`src/rtl/axis_word_to_byte.sv`:
```
// ---------------------------------------------------------------------------
// axis_word_to_byte
//
// Takes DATA_WIDTH-bit AXI4-Stream words and re-emits them as an 8-bit
// AXI4-Stream, least-significant byte first. m_axis_last marks every
// LINE_BYTES-th output byte, whatever its position inside a word.
// The block holds one word at a time and applies back-pressure on both sides.
//
// Ports
//   axi_clk       in   clock, rising edge
//   axi_rsr_m     in   asynchronous active-low reset
//   s_axis_valid  in   upstream word valid
//   s_axis_data   in   upstream word [DATA_WIDTH-1:0]
//   s_axis_ready  out  a word is accepted this cycle if valid
//   m_axis_valid  out  output byte valid
//   m_axis_data   out  output byte [7:0]
//   m_axis_last   out  last byte of the current line
//   m_axis_ready  in   downstream accepts a byte
// ---------------------------------------------------------------------------
module axis_word_to_byte #(
   parameter int DATA_WIDTH = 32,
   parameter int LINE_BYTES = 512
) (
   input  logic                  axi_clk,
   input  logic                  axi_rsr_m,
   input  logic                  s_axis_valid,
   input  logic [DATA_WIDTH-1:0] s_axis_data,
   output logic                  s_axis_ready,
   output logic                  m_axis_valid,
   output logic [7:0]            m_axis_data,
   output logic                  m_axis_last,
   input  logic                  m_axis_ready
);

   localparam int BYTES  = DATA_WIDTH / 8;
   localparam int IDX_W  = (BYTES > 1) ? $clog2(BYTES) : 1;
   localparam int LCNT_W = (LINE_BYTES > 1) ? $clog2(LINE_BYTES) : 1;

   localparam logic [IDX_W-1:0]  IDX_LAST  = IDX_W'(BYTES - 1);
   localparam logic [LCNT_W-1:0] LCNT_LAST = LCNT_W'(LINE_BYTES - 1);

   logic [DATA_WIDTH-1:0] hold_q, hold_d;
   logic [IDX_W-1:0]      idx_q, idx_d;
   logic                  full_q, full_d;
   logic [LCNT_W-1:0]     lcnt_q, lcnt_d;

   logic byte_xfer;
   logic word_acc;

   // Slice the held word into bytes so the output mux is a plain array select.
   logic [7:0] word_bytes [BYTES];

   for (genvar gi = 0; gi < BYTES; gi++) begin : g_bytes
      assign word_bytes[gi] = hold_q[gi*8 +: 8];
   end

   // Outputs come only from registers; no input reaches them combinationally.
   assign m_axis_valid = full_q;
   assign m_axis_data  = word_bytes[idx_q];
   assign m_axis_last  = full_q & (lcnt_q == LCNT_LAST);

   // A new word may be taken while the final byte of the current one leaves,
   // which is what gives gap-free streaming. Ready is masked during reset.
   assign s_axis_ready = axi_rsr_m & (~full_q | ((idx_q == IDX_LAST) & m_axis_ready));

   assign byte_xfer = full_q & m_axis_ready;
   assign word_acc  = s_axis_valid & s_axis_ready;

   always_comb begin
      hold_d = hold_q;
      idx_d  = idx_q;
      full_d = full_q;
      lcnt_d = lcnt_q;

      if (byte_xfer) begin
         // The line counter runs on output bytes only, independent of words.
         lcnt_d = (lcnt_q == LCNT_LAST) ? '0 : lcnt_q + 1'b1;
         if (idx_q != IDX_LAST) begin
            idx_d = idx_q + 1'b1;
         end else begin
            full_d = 1'b0;
         end
      end

      // A reload in the same cycle as the final byte overrides the drain.
      if (word_acc) begin
         hold_d = s_axis_data;
         idx_d  = '0;
         full_d = 1'b1;
      end
   end

   always_ff @(posedge axi_clk or negedge axi_rsr_m) begin
      if (!axi_rsr_m) begin
         hold_q <= '0;
         idx_q  <= '0;
         full_q <= 1'b0;
         lcnt_q <= '0;
      end else begin
         hold_q <= hold_d;
         idx_q  <= idx_d;
         full_q <= full_d;
         lcnt_q <= lcnt_d;
      end
   end

endmodule
```
`config.mk`:
```
export PLATFORM = sky130hd
export DESIGN_NAME = axis_word_to_byte
export DESIGN_NICKNAME = d
export VERILOG_FILES = /design/src/rtl/axis_word_to_byte.sv
export SDC_FILE = /design/constraint.sdc
export NUM_CORES = 1
export LEC_CHECK = 0
export ABC_CLOCK_PERIOD_IN_PS = 2300
export BUFFER_PORTS_ARGS = -buffer_cell sky130_fd_sc_hd__buf_2
export CAP_MARGIN = 20
export CORE_ASPECT_RATIO = 0.8
export CORE_MARGIN = 1
export CORE_UTILIZATION = 54
export CTS_CLUSTER_SIZE = 30
export DETAILED_ROUTE_END_ITERATION = 8
export PLACE_DENSITY = 0.91
export SYNTH_ARGS = -nofsm -noshare
export SYNTH_HDL_FRONTEND = slang
export SYNTH_SLANG_ARGS = --single-unit
```
`constraint.sdc`:
```
create_clock -name axi_clk -period 2.3 [get_ports axi_clk]
set_input_delay 0.23 -clock axi_clk [delete_from_list [all_inputs] [get_ports axi_clk]]
set_output_delay 0.23 -clock axi_clk [all_outputs]
set_load 0.005 [all_outputs]
```
==> reports/results.md, run 1 <==
Run status
* complete, no violations — outcome

Synth
* 0 — Syn. warnings
* 143 — Post-Syn Instances
* 15.2 sq um — Synth Area per Inst
* 50.7% — sequential cell area fraction in the yosys report
* 2170 sq um — area of the mapped netlist
* 182 — syn_nets
* 44 — Synth Register Bits
* 31 — count of unique library cells instantiated by Yosys

Worst setup path
* sky130_fd_sc_hd__dfrtp_1 — master of the slowest instance on the critical path
* 1800 ps — arrival time reported for the critical path endpoint
* register — kind of start point of the critical path
* sky130_fd_sc_hd__ha_1 — cell with the most instances on the worst path
* 2070 ps — worst endpoint required time
* 380 ps — highest cell delay on the worst timing path
* ha_1 -> nand2_1 -> nor3_1 -> ha_1 -> and2_2 -> buf_2 — Critical Path, Cell by Cell
* primary output — kind of end point of the critical path
* 7 — peak fanout along the critical path
* reg2out — critical path start-end classification

Global routing
* 1366 — number of global-route vias before repair
* 21.6% — global-route usage over all layers
* 6640 um — wire length of the first global-routing pass
* 0 — initial antenna violation count
* 0 — overflow left after global routing
* 47 — maximum number of pins on one net before global-route repair

Timing
* no — RSZ-0062 raised after global routing
* 273 ps — final worst setup slack
* 590 ps — slew at the pin closest to its max-slew limit
* 0 — count of final max-slew check failures
* 0 — number of setup violations in the final report
* 88.1% — Final Cycle Share
* 0 ps — setup TNS
* 15.4 ps — worst clock skew
* 26.3 ps — smallest hold slack
* 2030 ps — crit path time final
* 60.7% — Slew headroom
* 0 — hold violation count in the final report
* 493 MHz — maximum clock rate

Clock network
* 2 — maximum buffer depth of the clock tree
* 0 — count of hold buffers inserted by post-cts repair
* 44 — number of sinks on the clock net
* 5 — clock buffers created by TritonCTS
* yes — TritonCTS clock tree
* 0 — setup repair bufs after CTS
* 0 — # resized after CTS
* 90 ps — Clock Pin Slew Worst Setup and Hold Paths
* 300 ps — Worst-Skew Late Latency
* 2 — number of H-tree branching levels
* sky130_fd_sc_hd__clkbuf_8 — Root Buffer

Die
* 72.9 um — Chip Width
* 20 — standard-cell row count
* 3830 sq um — core area
* 56.7% — starting density of the core
* 4280 sq um — Die Outline Area
* 47 — count of pins on the block boundary
* 58.7 um — overall die height

Power
* 1.17 nW — Pleak
* 0.756 mV — IR drop worst, VDD
* 1260 nW/um^2 — Cell Pwr Density

Placement
* 46 — IO Port Bufs
* 2940 um — dpl hpwl
* 0.782 — weighted congestion reported at the end of routability-driven placement
* 424 ps — Setup Slack @ Placement
* 241 — # placed instances

Route
* 16.4 um — average wire per cell in the routed design
* 4 — Pre-antenna DRT Iters
* 0 — DRC violation count after routing
* 5.54 — vias per std cell
* 1380 — via count
* 98 — Iteration-0 DRC Markers
* 0 — post-detailed-route count of antenna-violating nets
* 4080 um — wire length reported by the detailed router

Layout
* 232 — final-stage net count
* 0 — number of antenna diodes
* 52.6% — fraction of layout cells with a size suffix above 1
* 249 — non-filler instance count after layout
* 15.2% — area overhead of the layout relative to synthesis

Job
* 0 — Max Cap Violations

Worst hold path
* in2async — worst min path class

-- layer usage --
| metal | part of all wire, % | wire [um] | global-route usage (%) | vias to the layer above |
|---|---|---|---|---|
| li1 | - | - | - | 635 |
| met1 | 42 | 1730 | 28.0 | 687 |
| met2 | 50 | 2030 | 33.0 | 47 |
| met3 | 5.2 | 212 | 7.02 | 11 |
| met4 | 2.5 | 102 | 10.9 | 0 |
| met5 | 0 | 0 | 0 | - |
-- final timing paths --
kind                               endpoint       startpoint  slack, ps  depth (start not counted)
min in group axi_clk             hold_q[28]  s_axis_data[28]        150                          2
worst max register to register    lcnt_q[6]        lcnt_q[0]        410                          7
worst min-delay path              lcnt_q[7]        axi_rsr_m         30                          2
worst max-delay path            m_axis_last        lcnt_q[0]        270                          6
worst min register to register    hold_q[5]        hold_q[5]        510                          1
max in group asynchronous         lcnt_q[0]        axi_rsr_m       1890                          2
-- through the flow --
stage               power, W  utilization [%]  cell area (sq um)
floorplan            0.00230                -               2170
global placement     0.00260             63.0               2410
detailed placement   0.00269             63.0               2410
CTS                  0.00318             65.3               2500
global route         0.00336             65.3               2500
finish               0.00315             65.3               2500
-- cell usage in the layout (no fill, tap or decap), types with 2 or more instances in the layout --
cell	n
sky130_fd_sc_hd__buf_4	3
sky130_fd_sc_hd__o311ai_0	2
sky130_fd_sc_hd__nand3b_1	2
sky130_fd_sc_hd__o21ai_0	7
sky130_fd_sc_hd__nand3_1	5
sky130_fd_sc_hd__dfrtp_1	44
sky130_fd_sc_hd__clkinv_2	2
sky130_fd_sc_hd__nor2_1	3
sky130_fd_sc_hd__mux2_4	28
sky130_fd_sc_hd__mux4_2	8
sky130_fd_sc_hd__clkbuf_8	5
sky130_fd_sc_hd__ha_1	3
sky130_fd_sc_hd__mux2_2	5
sky130_fd_sc_hd__buf_2	46
sky130_fd_sc_hd__nand4_1	2
sky130_fd_sc_hd__and2_2	2
sky130_fd_sc_hd__nand2_1	8
sky130_fd_sc_hd__o41ai_1	2
sky130_fd_sc_hd__nand2b_1	4
-- cell usage after synthesis (all sizes together) --
| cell | instances | area share (%) |
|---|---|---|
| a21bo | 1 | 0.46 |
| a21boi | 1 | 0.35 |
| a31oi | 1 | 0.29 |
| and2 | 2 | 0.69 |
| and3 | 1 | 0.52 |
| buf | 6 | 3.7 |
| dfrtp | 44 | 51 |
| ha | 3 | 1.7 |
| inv | 1 | 0.17 |
| mux2 | 33 | 22 |
| mux2i | 1 | 0.46 |
| mux4 | 8 | 8.3 |
| nand2 | 8 | 1.4 |
| nand2b | 4 | 1.2 |
| nand3 | 5 | 1.2 |
| nand3b | 2 | 0.69 |
| nand4 | 2 | 0.58 |
| nor2 | 3 | 0.52 |
| nor2b | 1 | 0.29 |
| nor3 | 1 | 0.23 |
| o21ai | 7 | 1.6 |
| o311ai | 2 | 0.81 |
| o31ai | 1 | 0.35 |
| o41ai | 2 | 0.81 |
| or3 | 1 | 0.29 |
| or4 | 1 | 0.35 |
| xor2 | 1 | 0.40 |
-- worst max-delay path: cells and delay by family (launching register included) --
family | cells | cell delay [ps]
adder cells (fa/ha/maj) | 2 | 540
AND/OR/NAND/NOR | 3 | 490
flip-flops | 1 | 380
buffers and inverters | 1 | 100
-- area by class of cell --
| class | instances | area (sq um) |
|---|---|---|
| Multi-Input combinational cell | 92 | 985 |
| Sequential cell | 44 | 1100 |
| Clock inverter | 3 | 18.8 |
| Timing Repair Buffer | 49 | 253 |
| Inverter | 1 | 3.75 |
| Clock buffer | 5 | 68.8 |
| Tap cell | 55 | 68.8 |
| Fill cell | 289 | 1330 |
-- registers in the layout (all words and copies together), names as in the netlist --
| register | cells |
|---|---|
| hold_q | 32 |
| m_axis_valid | 1 |
| lcnt_q | 9 |
| idx_q | 2 |
-- where the power goes --
group	switching (W)	leakage (nW)	internal, W
clock network	0.000260	0.0479	0.000212
logic	0.000475	0.594	0.000833
registers	0.000238	0.529	0.00113
total	0.000973	1.17	0.00217
-- cells by family (layout without fill, tap and decap cells) --
kind of cell	count (synthesis)	after routing	synth area share [%]
flops	44	44	50.7
mux	42	42	30.7
simple gates	31	31	7.84
compound gates	15	15	4.67
buf+inv	7	58	3.86
fa+ha+maj	3	3	1.73
xor+xnor	1	1	0.404
No activity file was read; power rests on OpenSTA's default activity.
==> inputs of run 2 (changes only) <==
--- a/config.mk
+++ b/config.mk
@@ -5,15 +5,16 @@
 export SDC_FILE = /design/constraint.sdc
 export NUM_CORES = 1
 export LEC_CHECK = 0
+export ABC_AREA = 1
 export ABC_CLOCK_PERIOD_IN_PS = 2300
 export BUFFER_PORTS_ARGS = -buffer_cell sky130_fd_sc_hd__buf_2
 export CAP_MARGIN = 20
 export CORE_ASPECT_RATIO = 0.8
 export CORE_MARGIN = 1
-export CORE_UTILIZATION = 54
+export CORE_UTILIZATION = 53
 export CTS_CLUSTER_SIZE = 30
 export DETAILED_ROUTE_END_ITERATION = 8
-export PLACE_DENSITY = 0.91
+export PLACE_DENSITY = 0.9
 export SYNTH_ARGS = -nofsm -noshare
 export SYNTH_HDL_FRONTEND = slang
 export SYNTH_SLANG_ARGS = --single-unit
==> run 2 against run 1 <==
Via count rose by 42%. Critical path depth is the same. Die area up 0.35%. Worst hold slack gained 6.1 ps. Synthesized area decreased by 1.5%. Clock power rose by 17%. Cell count grew 47%. Sequential power barely moved. First-iteration DRC count grew 66%. Non-clock buffer count unchanged. Clock skew is 9.4 ps lower. Utilization fell by 0.65 points. Critical path type unchanged. Highest routed layer unchanged.
==> reports/results.md, run 2 <==
Global routing
* 25.0% — global-route usage over all layers
* 0 — overflow left after global routing
* 1752 — number of global-route vias before repair
* 7900 um — wire length of the first global-routing pass
* 45 — maximum number of pins on one net before global-route repair
* 0 — initial antenna violation count

Power
* 0.597 mV — IR drop worst, VDD
* 1.37 nW — Pleak
* 1270 nW/um^2 — Cell Pwr Density

Clock network
* 0 — setup repair bufs after CTS
* 0 — # resized after CTS
* 2 — number of H-tree branching levels
* 44 — number of sinks on the clock net
* yes — TritonCTS clock tree
* 300 ps — Worst-Skew Late Latency
* sky130_fd_sc_hd__clkbuf_8 — Root Buffer
* 2 — maximum buffer depth of the clock tree
* 0 — count of hold buffers inserted by post-cts repair
* 5 — clock buffers created by TritonCTS
* 80 ps — Clock Pin Slew Worst Setup and Hold Paths

Timing
* 0 — count of final max-slew check failures
* 533 ps — slew at the pin closest to its max-slew limit
* 82.8% — Final Cycle Share
* 0 — hold violation count in the final report
* 6.02 ps — worst clock skew
* 1900 ps — crit path time final
* 525 MHz — maximum clock rate
* 0 — number of setup violations in the final report
* 64.5% — Slew headroom
* no — RSZ-0062 raised after global routing
* 0 ps — setup TNS

Worst setup path
* 2070 ps — worst endpoint required time
* 1670 ps — arrival time reported for the critical path endpoint
* 8 — worst reg-to-reg path cell count
* reg2out — critical path start-end classification
* ha_1 -> nand2_1 -> nand2_1 -> nand2_2 -> inv_4 -> buf_2 — Critical Path, Cell by Cell
* hold_q[2] — endpoint of the worst-slack reg-to-reg timing path
* primary output — kind of end point of the critical path
* 35 — peak fanout along the critical path
* sky130_fd_sc_hd__dfrtp_1 — master of the slowest instance on the critical path
* idx_q[1] — reg-to-reg critical path startpoint
* 490 ps — highest cell delay on the worst timing path
* sky130_fd_sc_hd__nand2_1 — cell with the most instances on the worst path
* 490 ps — slack of the worst reg-to-reg path
* register — kind of start point of the critical path

Route
* 4660 um — wire length reported by the detailed router
* 163 — Iteration-0 DRC Markers
* 1961 — via count
* 4 — Pre-antenna DRT Iters
* 5.34 — vias per std cell
* 0 — DRC violation count after routing
* 12.7 um — average wire per cell in the routed design
* 0 — post-detailed-route count of antenna-violating nets

Layout
* 352 — final-stage net count
* 342 — number of filler instances in the final layout
* 1100 sq um — Sequential Area
* sky130_fd_sc_hd__nand2_1, sky130_fd_sc_hd__buf_2, sky130_fd_sc_hd__dfrtp_1, sky130_fd_sc_hd__nand3_1, sky130_fd_sc_hd__nor2_1 — highest-count cells in the layout ignoring fill and taps
* 19.9% — fraction of layout cells with a size suffix above 1
* hold_q x32, lcnt_q x9, idx_q x2 — registers with the most flip-flops
* 15.7% — area overhead of the layout relative to synthesis
* 2470 sq um — area of all placed cells without fillers
* 897 sq um — area of the multi-input gates
* 0 — number of antenna diodes
* sky130_fd_sc_hd__nand2_1 — most common library cell in the layout ignoring fill and taps
* hold_q — top register by number of flip-flops
* 32 — number of flip-flops under the largest register name

Synth
* 51.5% — sequential cell area fraction in the yosys report
* 7.94 sq um — Synth Area per Inst
* sky130_fd_sc_hd__dfrtp_1 — dominant register cell in the synthesized netlist
* 51.5% — Synth top area share
* sky130_fd_sc_hd__nand2_1 — leading cell type by number of instances after synthesis
* 308 — syn_nets
* 2140 sq um — area of the mapped netlist
* 22 — count of unique library cells instantiated by Yosys
* 44 — Synth Register Bits
* 269 — Post-Syn Instances
* sky130_fd_sc_hd__dfrtp_1, sky130_fd_sc_hd__nand2_1, sky130_fd_sc_hd__nand3_1, sky130_fd_sc_hd__nor2_1, sky130_fd_sc_hd__o21ai_0 — largest cells by area after synthesis
* 0 — EDFF count, synth
* sky130_fd_sc_hd__dfrtp_1 — post-synth top area cell
* 100% — Post-synth ARST share
* 0 — Syn. warnings
* sky130_fd_sc_hd__nand2_1, sky130_fd_sc_hd__dfrtp_1, sky130_fd_sc_hd__nand3_1 — leading post-synthesis cells by instance count

Die
* 20 — standard-cell row count
* 4290 sq um — Die Outline Area
* 3830 sq um — core area
* 58.8 um — overall die height
* 47 — count of pins on the block boundary
* 55.8% — starting density of the core
* 73.0 um — Chip Width

Placement
* 3280 um — dpl hpwl
* 0.821 — weighted congestion reported at the end of routability-driven placement
* 46 — IO Port Bufs
* 2370 sq um — area post-placement

Job
* 0 — Max Cap Violations

Worst hold path
* in2async — worst min path class

Run status
* complete, no violations — outcome

[run 2: logic make-up after synthesis]
family / after synthesis / share of synthesized area [%]
xor+xnor: 1 / 0.410
buf+inv: 26 / 6.50
fa+ha+maj: 3 / 1.76
flops: 44 / 51.5
compound gates: 31 / 7.73
simple gates: 164 / 32.1
[run 2: cell type report]
cell class | count | area share, %
Clock inverter | 1 | 1.21
Timing Repair Buffer | 49 | 10.2
Sequential cell | 44 | 44.5
Clock buffer | 5 | 2.78
Inverter | 14 | 2.23
Tap cell | 55 | 2.78
Multi-Input combinational cell | 199 | 36.3
[run 2: critical path, delay by kind of cell, from the launching register on]
kind	cells	cell delay, ps
buffers and inverters	2	450
and+or+nand+nor	3	220
adders and majority gates	1	220
DFF	1	490
[run 2: metrics by stage]
| stage | util (%) | instances | hold WS, ps | setup slack (ps) | total power, W |
|---|---|---|---|---|---|
| after CTS | 64.6 | 367 | 54.0 | 405 | 0.00313 |
| after global routing | 64.6 | 367 | 87.8 | 294 | 0.00339 |
| after detailed placement | 62.0 | 361 | 376 | 540 | 0.00257 |
| final | 64.6 | 367 | 32.4 | 397 | 0.00313 |
| after floorplan | - | 269 | -65.6 | 848 | 0.00217 |
| after global placement | 62.0 | 361 | 381 | 636 | 0.00251 |
[run 2: routing by layer]
metal | global-route usage (%) | share of wire, % | up-vias
met5 | 0 | 0 | -
met4 | 10.4 | 1.6 | 0
met3 | 6.34 | 8.5 | 10
met2 | 37.3 | 43 | 94
met1 | 35.0 | 47 | 898
li1 | - | - | 959
[run 2: how the worst max path moves through the flow]
stage	from	endpoint	slack [ps]
3_3_place_gp	idx_q[1]	hold_q[17]	640
5_1_grt	idx_q[1]	s_axis_ready	290
4_1_cts	idx_q[1]	s_axis_ready	400
2_1_floorplan	lcnt_q[1]	lcnt_q[3]	850
3_5_place_dp	idx_q[1]	hold_q[9]	540
6_report	idx_q[1]	s_axis_ready	400
[run 2: power by group]
group | switching, W | total (W) | internal (W)
clock | 0.000242 | 0.000553 | 0.000311
sequential | 0.000253 | 0.00139 | 0.00114
combinational | 0.000718 | 0.00118 | 0.000465
==> inputs of run 3 (changes only) <==
--- a/config.mk
+++ b/config.mk
@@ -6,7 +6,7 @@
 export NUM_CORES = 1
 export LEC_CHECK = 0
 export ABC_AREA = 1
-export ABC_CLOCK_PERIOD_IN_PS = 2300
+export ABC_CLOCK_PERIOD_IN_PS = 2000
 export BUFFER_PORTS_ARGS = -buffer_cell sky130_fd_sc_hd__buf_2
 export CAP_MARGIN = 20
 export CORE_ASPECT_RATIO = 0.8
==> constraint.sdc (replaced) <==
create_clock -name axi_clk -period 2 [get_ports axi_clk]
set_input_delay 0.2 -clock axi_clk [delete_from_list [all_inputs] [get_ports axi_clk]]
set_output_delay 0.2 -clock axi_clk [all_outputs]
set_load 0.005 [all_outputs]
==> run 3 against run 2 <==
Sequential cell count did not move. Critical path depth grew 1. First-iteration DRC count down 1.2%. Combinational power is 19% higher. Utilization rose by 0.42 points. Sequential power increased by 17%. Cell count rose by 1.1%. Clock skew decreased by 2.8 ps.
==> reports/results.md, run 3 (synthesis gave the netlist of run 2 again) <==
Timing
* 3.20 ps — worst clock skew
* 134 ps — final worst setup slack
* 0 — count of final max-slew check failures
* 1870 ps — crit path time final
* 537 ps — slew at the pin closest to its max-slew limit
* 0 ps — setup TNS
* 0 — number of setup violations in the final report
* 64.2% — Slew headroom
* 93.3% — Final Cycle Share
* 536 MHz — maximum clock rate
* 0 — hold violation count in the final report

Global routing
* 0 — initial antenna violation count
* 1777 — number of global-route vias before repair
* 8210 um — wire length of the first global-routing pass
* 26.0% — global-route usage over all layers
* 45 — maximum number of pins on one net before global-route repair
* 0 — overflow left after global routing

Clock network
* yes — TritonCTS clock tree
* sky130_fd_sc_hd__clkbuf_8 — Root Buffer
* 300 ps — Worst-Skew Late Latency
* 5 — clock buffers created by TritonCTS
* 0 — count of hold buffers inserted by post-cts repair
* 80 ps — Clock Pin Slew Worst Setup and Hold Paths
* 2 — maximum buffer depth of the clock tree
* 44 — number of sinks on the clock net
* 2 — number of H-tree branching levels

Layout
* 0 — number of antenna diodes
* hold_q — top register by number of flip-flops
* 32 — number of flip-flops under the largest register name
* 16.5% — area overhead of the layout relative to synthesis
* 2490 sq um — area of all placed cells without fillers
* sky130_fd_sc_hd__nand2_1 — most common library cell in the layout ignoring fill and taps
* 371 — non-filler instance count after layout
* 313 — number of filler instances in the final layout
* 20.9% — fraction of layout cells with a size suffix above 1
* hold_q x32, lcnt_q x9, idx_q x2 — registers with the most flip-flops
* sky130_fd_sc_hd__nand2_1, sky130_fd_sc_hd__buf_2, sky130_fd_sc_hd__dfrtp_1, sky130_fd_sc_hd__nand3_1, sky130_fd_sc_hd__nor2_1 — highest-count cells in the layout ignoring fill and taps
* 354 — final-stage net count

Die
* 55.8% — starting density of the core
* 47 — count of pins on the block boundary
* 58.8 um — overall die height
* 4290 sq um — Die Outline Area
* 73.0 um — Chip Width
* 3830 sq um — core area
* 20 — standard-cell row count

Route
* 4 — Pre-antenna DRT Iters
* 2250 um — M1 WL
* 5.25 — vias per std cell
* 0 — post-detailed-route count of antenna-violating nets
* 0 — DRC violation count after routing
* 4940 um — wire length reported by the detailed router
* met4 — highest metal used
* 372 um — total met3 wirelength after detailed routing
* 13.3 um — average wire per cell in the routed design
* 2200 um — metal2 WL
* 1947 — via count
* 161 — Iteration-0 DRC Markers

Power
* 16.2% — clock network power share
* 38.9% — combinational group share of total power
* 1450 nW/um^2 — Cell Pwr Density
* 0.690 mV — IR drop worst, VDD
* 1.37 nW — Pleak
* 0.00215 W — Int Power
* 40.4% — switching share of total power
* 44.9% — portion of total power attributed to sequential cells
* 0.00145 W — switching power total
* 0.00360 W — Final Total Pwr

Worst setup path
* adder cells — category of cells accounting for the largest share of critical-path delay
* sky130_fd_sc_hd__dfrtp_1 — master of the slowest instance on the critical path
* 390 ps — highest cell delay on the worst timing path
* 1800 ps — worst endpoint required time
* ha_1 -> nand3_1 -> nor4_2 -> ha_1 -> nand2_1 -> inv_1 -> buf_2 — Critical Path, Cell by Cell
* 2 — buffers and inverters on the worst path
* sky130_fd_sc_hd__ha_1 — cell with the most instances on the worst path
* reg2out — critical path start-end classification
* 3 — peak fanout along the critical path
* primary output — kind of end point of the critical path
* register — kind of start point of the critical path
* 1670 ps — arrival time reported for the critical path endpoint

Placement
* 0.797 — weighted congestion reported at the end of routability-driven placement
* 362 — # placed instances
* 46 — IO Port Bufs
* 2380 sq um — area post-placement
* 332 ps — Setup Slack @ Placement
* 3450 um — dpl hpwl

Worst hold path
* in2async — worst min path class

Run status
* complete, no violations — outcome

Job
* 0 — Max Cap Violations

[run 3: cell type report]
cell class	instances	area [sq um]	area share [%]
flip-flops and latches	44	1100	44.2
multi-input cells	199	903	36.3
repair buffers	51	268	10.8
clock buffers	7	86.3	3.47
well taps	55	68.8	2.76
inverters	14	55.1	2.21
clock inverters	1	7.51	0.302
[run 3: per-stage QoR]
step,util (%),hold slack (ps)
4_1_cts,64.7,34.1
2_1_floorplan,-,-95.6
6_report,65.0,17.6
3_5_place_dp,62.2,360
3_3_place_gp,62.2,364
5_1_grt,65.0,54.1
[run 3: what timing repair did]
action / CTS / global route
buffers inserted: 0 / 1
setup endpoints to repair: 0 / 1
gates resized for setup: 0 / 1
[run 3: worst paths after layout]
path	start	slack, ps	depth (start not counted)	to
max	lcnt_q[0]	130	7	m_axis_last
min in group axi_clk	s_axis_data[2]	120	3	hold_q[2]
min	axi_rsr_m	20	2	lcnt_q[4]
max in group asynchronous	axi_rsr_m	1620	2	lcnt_q[8]
min reg2reg	hold_q[20]	480	2	hold_q[20]
max reg2reg	lcnt_q[0]	320	9	lcnt_q[3]
[run 3: power by group through the flow]
stage / clock network [W] / logic (W) / registers [W]
floorplan: 0 / 0.000971 / 0.00153
global placement: 0 / 0.00129 / 0.00161
detailed placement: 0 / 0.00136 / 0.00162
CTS: 0.000593 / 0.00138 / 0.00161
global route: 0.000623 / 0.00162 / 0.00166
finish: 0.000583 / 0.00140 / 0.00162
[run 3: per-layer routing]
metal  vias up  global-route usage, %
met4         0                   11.5
met3        14                   6.85
li1        962                      -
met5         -                      0
met1       889                   37.5
met2        82                   37.0
